**src/rtl/fifo_burst_reader.sv**
```systemverilog
// Pulls beats one at a time from a FIFO read port and re-emits them with burst framing.
// A burst closes at BurstLen beats, on flush, or when no follow-on beat arrives within Timeout idle cycles.
//
// state    | meaning
// ST_EMPTY | ready to take one beat from the FIFO
// ST_HOLD  | beat parked in hold_q; deciding whether it ends the burst
// ST_OUT   | beat presented downstream, waiting for m_ready_i
module fifo_burst_reader #(
  parameter int DataWidth = 4,
  parameter int BurstLen  = 4,
  parameter int Timeout   = 8
) (
  input  logic                 clk_i,
  input  logic                 reset_ni,
  input  logic                 rvalid_i,
  output logic                 rready_o,
  input  logic [DataWidth-1:0] data_i,
  input  logic                 flush_i,
  output logic                 m_valid_o,
  input  logic                 m_ready_i,
  output logic [DataWidth-1:0] m_data_o,
  output logic                 m_last_o,
  output logic [15:0]          burst_cnt_o
);

  localparam logic [7:0] BurstLenC = 8'(BurstLen);
  localparam logic [7:0] TimeoutC  = 8'(Timeout);

  typedef enum logic [1:0] {
    ST_EMPTY = 2'd0,
    ST_HOLD  = 2'd1,
    ST_OUT   = 2'd2
  } state_e;

  state_e               state_q, state_d;
  logic [DataWidth-1:0] hold_q, hold_d;
  logic [7:0]           beat_cnt_q, beat_cnt_d;
  logic [7:0]           tmr_q, tmr_d;
  logic                 last_q, last_d;
  logic [15:0]          burst_cnt_q, burst_cnt_d;
  // Keeps rready_o low until the first clock edge after reset release.
  logic                 armed_q;

  always_ff @(posedge clk_i or negedge reset_ni) begin
    if (!reset_ni) begin
      state_q     <= ST_EMPTY;
      hold_q      <= '0;
      beat_cnt_q  <= '0;
      tmr_q       <= '0;
      last_q      <= 1'b0;
      burst_cnt_q <= '0;
      armed_q     <= 1'b0;
    end else begin
      state_q     <= state_d;
      hold_q      <= hold_d;
      beat_cnt_q  <= beat_cnt_d;
      tmr_q       <= tmr_d;
      last_q      <= last_d;
      burst_cnt_q <= burst_cnt_d;
      armed_q     <= 1'b1;
    end
  end

  assign rready_o    = (state_q == ST_EMPTY) && armed_q;
  assign m_valid_o   = (state_q == ST_OUT);
  assign m_data_o    = m_valid_o ? hold_q : '0;
  assign m_last_o    = m_valid_o && last_q;
  assign burst_cnt_o = burst_cnt_q;

  always_comb begin
    state_d     = state_q;
    hold_d      = hold_q;
    beat_cnt_d  = beat_cnt_q;
    tmr_d       = tmr_q;
    last_d      = last_q;
    burst_cnt_d = burst_cnt_q;

    unique case (state_q)
      ST_EMPTY: begin
        if (rvalid_i && rready_o) begin
          hold_d     = data_i;
          beat_cnt_d = beat_cnt_q + 8'd1;
          tmr_d      = '0;
          state_d    = ST_HOLD;
        end
      end
      ST_HOLD: begin
        // Priority: full burst, flush, waiting successor, then idle timeout.
        if (beat_cnt_q == BurstLenC) begin
          last_d  = 1'b1;
          state_d = ST_OUT;
        end else if (flush_i) begin
          last_d  = 1'b1;
          state_d = ST_OUT;
        end else if (rvalid_i) begin
          last_d  = 1'b0;
          state_d = ST_OUT;
        end else if (tmr_q == TimeoutC) begin
          last_d  = 1'b1;
          state_d = ST_OUT;
        end else begin
          tmr_d = tmr_q + 8'd1;
        end
      end
      ST_OUT: begin
        if (m_ready_i) begin
          state_d = ST_EMPTY;
          if (last_q) begin
            beat_cnt_d  = '0;
            burst_cnt_d = burst_cnt_q + 16'd1;
          end
        end
      end
      default: state_d = ST_EMPTY;
    endcase
  end

endmodule
```
**config.mk**
```make
export PLATFORM = sky130hd
export DESIGN_NAME = fifo_burst_reader
export DESIGN_NICKNAME = d
export VERILOG_FILES = /design/src/rtl/fifo_burst_reader.sv
export SDC_FILE = /design/constraint.sdc
export NUM_CORES = 1
export LEC_CHECK = 0
export CORE_MARGIN = 2
export CORE_UTILIZATION = 53
export CTS_CLUSTER_DIAMETER = 100
export CTS_CLUSTER_SIZE = 40
export DETAILED_ROUTE_END_ITERATION = 16
export PLACE_DENSITY_LB_ADDON = 0.08
export SETUP_SLACK_MARGIN = 0.3
export SLEW_MARGIN = 25
export SYNTH_ARGS = -nofsm -noshare
export SYNTH_HDL_FRONTEND = slang
export SYNTH_SLANG_ARGS = --single-unit
```
**constraint.sdc**
```tcl
create_clock -name clk_i -period 1.9 [get_ports clk_i]
set_input_delay 0.285 -clock clk_i [delete_from_list [all_inputs] [get_ports clk_i]]
set_output_delay 0.285 -clock clk_i [all_outputs]
set_load 0.01 [all_outputs]
```
Word level (Yosys, flattened, before mapping)
Index checks and enable logic that the tools add are counted.
{ "totals": {"ff_bits": 40, "latch_bits": 0, "ramBits": 0, "rom_bits": 0, "output_inout_bits": 23, "elab_cells": 57, "n_memories": 0} }
{ "op_classes": {"addsub": 3, "n_mul": 0, "div_mod_pow": 0, "order_cmp": 0, "n_eq_ne": 12, "n_shift": 0, "mux": 22, "bitwise": 0, "reduce_logical": 13} }
{ "op_table": {"columns": ["cell", "count"], "rows": [
  ["$mux 8", 8],
  ["$pmux 8 s2", 2],
  ["$add 16x1->16 const B", 1],
  ["$add 8x1->8 const B", 2],
  ["$mux 2", 6],
  ["$eq 8x3->1 const B", 1],
  ["$eq 8x4->1 const B", 1],
  ["$ne 2x2->1 const B", 4],
  ["$ne 2x1->1 const B", 3],
  ["$pmux 2 s3", 1],
  ["$reduce_and 3->1", 2],
  ["$reduce_and 6->1", 1],
  ["$ne 5x5->1 const B", 1],
  ["$mux 1", 4],
  ["$mux 4", 1],
  ["$reduce_and 2->1", 2],
  ["$reduce_and 4->1", 1],
  ["$reduce_bool 2->1", 2],
  ["$reduce_bool 4->1", 1],
  ["$logic_and 1x1->1", 3],
  ["$eq 2x1->1 const B", 1],
  ["$eq 2x2->1 const B", 1],
  ["$logic_not 2->1", 1]
]} }

Longest topological paths before layout
Gate-level depths: netlist (run 1).
{ "depth": {"depth_word": 6, "ltp_mapped": 6} }

Worst setup path before layout (run 1)
OpenSTA, ideal clock, no wires.
{ "synth_path": {"path_kind": "register to register", "startpoint": "reg beat_cnt_q[0]", "endpoint": "reg tmr_q[6]", "setup_ps": 120, "arrival_ps": 1454, "path_slack_ps": 326, "stages_incl_launch_ff": 7, "path_cell_list": "dfrtp_1 > inv_1 > ha_1 > nor4b_4 > a211o_1 > a2bb2o_4 > a31o_2"} }
{ "synth_via": {"elab_chain_cells": 3} }
{ "synth_rtl": {"columns": ["item", "line", "source"], "rows": [
  ["from (decl)", "37", "logic [7:0] beat_cnt_q, beat_cnt_d;"],
  ["from (signal assigned)", "56", "beat_cnt_q <= beat_cnt_d;"],
  ["$eq 8x3->1", "89", "if (beat_cnt_q == BurstLenC) begin"],
  ["$ne 2x2->1 (no line)", null, null],
  ["$reduce_and 6->1 (no line)", null, null],
  ["to (signal assigned)", "57", "tmr_q <= tmr_d;"],
  ["to (decl)", "38", "logic [7:0] tmr_q, tmr_d;"]
]} }
No other way between the ends.
A chain may end at the register's enable or synchronous reset.

Worst setup path after layout (run 1)
{ "layout_path": {"startpoint": "reg beat_cnt_q[1]", "endpoint": "reg tmr_q[6]"} }
Same word-level chain as after synthesis.

==> results.md, run 1 <==
- Status: complete, no violations
- Number of synthesized flops with an enable pin: 0
- Post-synthesis adder-cell area fraction: 0.0295
- Setup crit start kind: flip-flop
- CTS tree: built
- Final setup fails: 0
- CP peak stage delay: around 400 ps
- Req. time, crit path: ~2100 ps
- Post-synth top flop: dfrtp_1
- Worst Setup End Kind: flip-flop
- Delay-heaviest family, CP: compound AO/OA/AOI/OAI gates
- Layout cells sized above 1: 0.290
- Synth top area cells: dfrtp_1 (47%), nand2_1 (5.7%), xnor2_1 (5.4%), ha_1 (2.9%), nand4_1 (2.4%)
- Max-cap viol count: 0
- R2r setup slk: around 230 ps
- RSZ-0062 raised after global routing: true
- Mapped Area: 2120 sq um
- CP max-delay cell: dfrtp_1
- Routed vias: 1816
- Clk buf depth: 2
- Max Freq: ~600 MHz
- Initial antenna violation count: 0
- Crit share post-route: 0.881
- # DRC: 0
- Clk slew on worst S/H paths: 80 ps
- Most frequent cells in the layout: dfrtp_1 (35), nand2_1 (32), buf_4 (29)
- Dpl hpwl: 3.26 mm
- Leak: 0.00132 uW
- Global route total overflow: 0
- Xor and xnor fraction of the mapped netlist area: 0.0696
- Non-Filler Instances: between 300 and 400
- CP Cell Sequence: inv_2, ha_4, nor4b_4, a211o_1, a2bb2o_4, a31o_4
- Synthesis-to-layout area growth: 34.6%
- First drt pass iteration count: 4
- Syn_nets: 217
- Most common cell after layout, fill and taps aside: dfrtp_1
- Design area: around 2900 sq um
- Top cell type's share of synthesized area: 0.472
- Critical path type: flip-flop to flip-flop
- Period minus WS final: 1670 ps
- R2r endpoint: tmr_q[6]
- H-tree levels: 2
- Die area: 4520 sq um
- Row count: 22
- CTS Buf Count: 5
- Drt initial violations: 175
- Skew final: 6.46 ps
- Logic pwr share: 0.384
- Core Area: 3740 sq um
- Total wire length: 5.00 mm
- Die height: 67.3 um
- RD Place Congestion: 0.936
- Number of buffers and inverters on the critical path: 1
- Distinct cells, synth: between 50 and 60
- Total GRT Usage: 0.237
- PD cells: approximately 990 nW/um^2
- R2r startpoint: beat_cnt_q[1]
- Slew Limit Fails: 0
- Final hold vios: 0
- Io pins: 32
- Post-Synth Simple-Gate Area: 0.252
- Final net count: 283
- Main combinational cell family by area after synthesis: simple AND/OR/NAND/NOR gates
- Synth Instances: 203
- First-pass GRT wire length: 7.89 mm
- Skew-Pair Late Insertion Delay: 290 ps
- Reg2reg path depth: 6
- NetSw: 978 uW
- Clock root cell: clkbuf_8
- Net Sw Frac: 0.345
- Power share of the clock group: 0.189
- Routed Antenna Nets: 0
- DR vias/cell: 5.73
- Setup TNS: 0 ps
- Ant diodes: 0
- # port buffers: 31
- Vias in the first global route: 1719
- Crit path DAT: 1860 ps
- Worst-path maximum fanout: 3
- Int Power: 1850 uW
- Syn Area/Cell: 10.4 sq um
- Peak supply drop: 0.588 mV
- Synth Area in Compound Gates: 0.135
- Final core utilization: 0.763
- Ys Warns: 0
- Largest net degree at the start of global routing: 25
- Hold WC Path Type: input port to async pin
- Placed cell areas: roughly 2600 sq um
- Area leader, netlist: dfrtp_1
- WL/cell: 15.8 um
- Sequential power share: 0.427
- Inst Count DP: between 200 and 300
- Synth Register Bits: 40
- Post-synth ARST share: 1.00
- Initial Utilization: 0.567
- Total power: 2830 uW
- Die extent in x: 67.3 um
- CTS Sinks: 40
- Mux cell area share after synthesis: 0.0147
- Sequential-to-total area share from yosys stat: 0.472
-- cell type report --
class                           instances  area [sq um]
Tap cell                               48          60.1
Multi-Input combinational cell        151          1140
Timing Repair Buffer                   65           551
Sequential cell                        40          1010
Clock buffer                            6          72.6
Clock inverter                          1          5.00
Inverter                                6          22.5
Fill cell                             262           888
-- power by group through the flow --
stage | registers [uW] | logic (uW) | clock network (uW)
after floorplan | 1210 | 492 | 0
after global placement | 1210 | 846 | 0
after detailed placement | 1220 | 869 | 0
after CTS | 1200 | 971 | 533
after global routing | 1240 | 1200 | 585
final | 1210 | 1090 | 534
-- how the worst max path moves through the flow --
stage	endpoint	depth (start not counted)	start	slack, ps
final	tmr_q[6]	6	beat_cnt_q[1]	230
after global routing	tmr_q[6]	6	beat_cnt_q[1]	160
after CTS	tmr_q[6]	6	beat_cnt_q[1]	260
after detailed placement	beat_cnt_q[4]	5	rvalid_i	50
after global placement	beat_cnt_q[7]	5	rvalid_i	80
after floorplan	tmr_q[6]	6	beat_cnt_q[0]	330
-- synth_stat cells (all sizes together), types with 2 or more instances --
master,count
nand4,8
xor2,2
dfrtp,40
ha,5
a31o,2
nor3,2
nand2,33
mux2i,2
and3,4
nor3b,4
nand2b,3
and4,3
o31ai,4
o2111ai,2
a21oi,5
inv,6
and2,7
nor2,6
buf,4
nor2b,3
o21ai,10
clkbuf,2
a221o,2
nand3,7
xnor2,14
a41oi,2
-- through the flow --
| stage | hold slack, ps | setup slack, ps |
|---|---|---|
| final | 449 | 226 |
| after global placement | 237 | 77.2 |
| after floorplan | -10.6 | 326 |
| after global routing | 479 | 156 |
| after detailed placement | 241 | 51.2 |
| after CTS | 469 | 256 |
-- cell families (layout without fill, tap and decap cells) --
kind of cell | Yosys count | count (layout)
simple gates | 88 | 88
flops | 40 | 40
other cells | 1 | 1
compound gates | 38 | 38
fa+ha+maj | 5 | 5
mux | 3 | 3
buf+inv | 12 | 78
xor+xnor | 16 | 16
-- flip-flops by register name (all words and copies together), names as in the netlist --
name and count:
tmr_q 8, armed_q 1, state_q 2, burst_cnt_o 16
hold_q 4, beat_cnt_q 8, last_q 1
-- per-layer routing --
metal	vias to the layer above	wire (um)	global-route usage
li1	868	-	-
met1	886	2160	0.298
met2	55	2480	0.391
met3	7	304	0.0667
met4	0	55	0.0816
met5	-	0	0
-- timing repair --
action	in CTS	in global routing
gates resized for setup	35	18
hold endpoints to repair	16	0
endpoints found under the setup margin	16	30
pin swaps	5	7
setup buffers	8	11
cloned	1	0
hold buffers	1	0
Note: power is estimated with default switching activity, not from simulation.
==> run 2, diff against run 1 <==
CORE_UTILIZATION = 48   (was 53)
clock period = 1.52 ns   (was 1.9 ns; I/O delays follow)
==> run 2 against run 1 <==
The run now ends with hold timing, setup timing left. Setup slack got worse by 420 ps. Total power rose by 55%. Combinational power rose by 100%. Clock-buffer cell count grew 1. Die area grew 9.8%. Fmax shrank 2.2%. Clock power grew 30%. Sequential share of layout area down 7.2 points. Cell count grew 17%. First-iteration DRC count fell by 25%. Via count increased by 18%. Flip-flop and latch count did not move. Critical path type unchanged. Critical endpoint unchanged. Largest cell class unchanged.
==> results.md, run 2 (synthesis results as in run 1) <==
- CTS Sinks: 40 (unchanged)
- Storage element area: 1010 sq um (unchanged)
- Relative slew margins: 0.655
- Fill count: 230 (was 262)
- Dpl hpwl: 3.80 mm (was 3.26 mm)
- Die height: 70.5 um (was 67.3 um)
- Final Hold Slack: -10.5 ps (was 449 ps)
- Setup crit start kind: flip-flop (unchanged)
- Synthesis-to-layout area growth: 69.0% (was 34.6%)
- Final net count: 332 (was 283)
- Req. time, crit path: 1710 ps (was 2080 ps)
- Row count: 24 (was 22)
- Crit path DAT: 1910 ps (was 1860 ps)
- Failing checks: hold timing, setup timing
- Max Freq: 584 MHz (was 597 MHz)
- Largest net degree at the start of global routing: 41 (was 25)
- Delay-heaviest family, CP: compound AO/OA/AOI/OAI gates (unchanged)
- Final hold vios: 40 (was 0)
- Vias in the first global route: 2089 (was 1719)
- CP peak stage delay: 390 ps (was 400 ps)
- CP Cell Sequence: inv_2, ha_4, nor4b_4, a211o_1, a2bb2o_4, a31o_4 (unchanged)
- PD cells: 1220 nW/um^2 (was 991 nW/um^2)
- Inst Count DP: 323 (was 289)
- Critical path type: flip-flop to flip-flop (unchanged)
- Skew final: 11.2 ps (was 6.46 ps)
- Multi-input gate area: 1380 sq um (was 1140 sq um)
- Final core utilization: 0.834 (was 0.763)
- First-pass GRT wire length: 10.2 mm (was 7.89 mm)
- Peak supply drop: 0.947 mV (was 0.588 mV)
- Final setup fails: 31 (was 0)
- CTS Buf Count: 5 (unchanged)
- Status: finished, violations left (was complete, no violations)
- Global route total overflow: 0 (unchanged)
- RD Place Congestion: 0.870 (was 0.936)
- First drt pass iteration count: 4 (unchanged)
- Slew Limit Fails: 0 (unchanged)
- Most frequent cells in the layout: buf_4 (51), buf_6 (38), dfrtp_1 (35) (was dfrtp_1 (35), nand2_1 (32), buf_4 (29))
- # port buffers: 31 (unchanged)
- Die extent in x: 70.5 um (was 67.3 um)
- Leak: 0.00175 uW (was 0.00132 uW)
- Ant diodes: 0 (unchanged)
- Worst Setup End Kind: flip-flop (unchanged)
- Placed cell areas: 2830 sq um (was 2560 sq um)
- R2r setup slk: -190 ps (was 230 ps)
- WL/cell: 19.6 um (was 15.8 um)
- Worst-path maximum fanout: 3 (unchanged)
- Crit share post-route: 1.13 (was 0.881)
- H-tree levels: 2 (unchanged)
- DR vias/cell: 5.79 (was 5.73)
- Largest register FFs: 16 (unchanged)
- RSZ-0062 raised after global routing: true (unchanged)
- Routed Antenna Nets: 0 (unchanged)
- Initial Utilization: 0.494 (was 0.567)
- Setup TNS: -2180 ps (was 0 ps)
- Die area: 4970 sq um (was 4520 sq um)
- Hold_buf cts: 0 (was 1)
- Worst Max-Slew Pin Slew: 518 ps
- Io pins: 32 (unchanged)
- Total wire length: 7.28 mm (was 5.00 mm)
- Total GRT Usage: 0.259 (was 0.237)
- Drt initial violations: 132 (was 175)
- Number of buffers and inverters on the critical path: 1 (unchanged)
- Period minus WS final: 1710 ps (was 1670 ps)
- Clk buf depth: 2 (unchanged)
- Clock root cell: clkbuf_8 (unchanged)
- Routed vias: 2148 (was 1816)
- Core Area: 4290 sq um (was 3740 sq um)
- CP max-delay cell: dfrtp_1 (unchanged)
- Design area: 3580 sq um (was 2860 sq um)
- # DRC: 0 (unchanged)
- Most common cell after layout, fill and taps aside: buf_4 (was dfrtp_1)
- CTS tree: built (unchanged)
- Max-cap viol count: 0 (unchanged)
- Non-Filler Instances: 371 (was 317)
- Skew-Pair Late Insertion Delay: 300 ps (was 290 ps)
- Initial antenna violation count: 0 (unchanged)
- Clk slew on worst S/H paths: 80 ps (about the same)
- Layout cells sized above 1: 0.558 (was 0.290)
- Hold WC Path Type: input port to async pin (unchanged)
- Worst setup margin: -192 ps (was 226 ps)
[run 2: cell types whose count changed in the layout (fill, tap and decap cells not counted), moves of 8 or more]
cell / change
buf_4: +22
buf_6: +36
clkdlybuf4s50_1: -14
nand2_1: -12
nand2_2: +10
o21ai_0: -8
[run 2: timing repair]
item                                    4_1_cts  5_1_grt
pin swaps                                    37       24
gates resized for setup                     133       36
gates cloned                                  1        0
endpoints found under the setup margin       61       55
buffers inserted                             27       12
[run 2: power by group]
part           switching [uW]  total (uW)  leakage, uW  internal (uW)
clock                     373         696    0.0000422            322
combinational             973        2180      0.00118           1210
sequential                229        1510     0.000528           1280
[run 2: cell type report]
class                   count  share of cell area
inverters                   6             0.00628
clock inverters             1             0.00140
flip-flops and latches     40               0.281
repair buffers            114               0.286
well taps                  52              0.0182
multi-input cells         151               0.385
clock buffers               7              0.0213
[run 2: final timing paths]
check	from	end	cells past startpoint
hold / removal	reset_ni	hold_q[3]	2
hold reg to reg	hold_q[1]	hold_q[1]	2
setup / recovery	beat_cnt_q[1]	tmr_q[6]	6
max in group asynchronous	reset_ni	burst_cnt_o[8]	2
min in group clk_i	data_i[1]	hold_q[1]	3
setup reg to reg	beat_cnt_q[1]	tmr_q[6]	6
[run 2: metrics by stage]
| step | power (uW) | hold slack (ps) | setup slack [ps] |
|---|---|---|---|
| 2_1_floorplan | 2210 | -67.6 | -53.3 |
| 3_3_place_gp | 2890 | 315 | -181 |
| 3_5_place_dp | 2960 | 317 | -233 |
| 4_1_cts | 3990 | 0.719 | -148 |
| 5_1_grt | 4600 | 25.5 | -232 |
| 6_report | 4380 | -10.5 | -192 |
[run 2: per-layer routing]
| metal | share of wire | global-route usage | up-vias |
|---|---|---|---|
| met3 | 0.043 | 0.0505 | 19 |
| met2 | 0.53 | 0.458 | 85 |
| met4 | 0.025 | 0.0491 | 0 |
| met1 | 0.40 | 0.330 | 1086 |
| met5 | 0 | 0 | - |
| li1 | - | - | 958 |
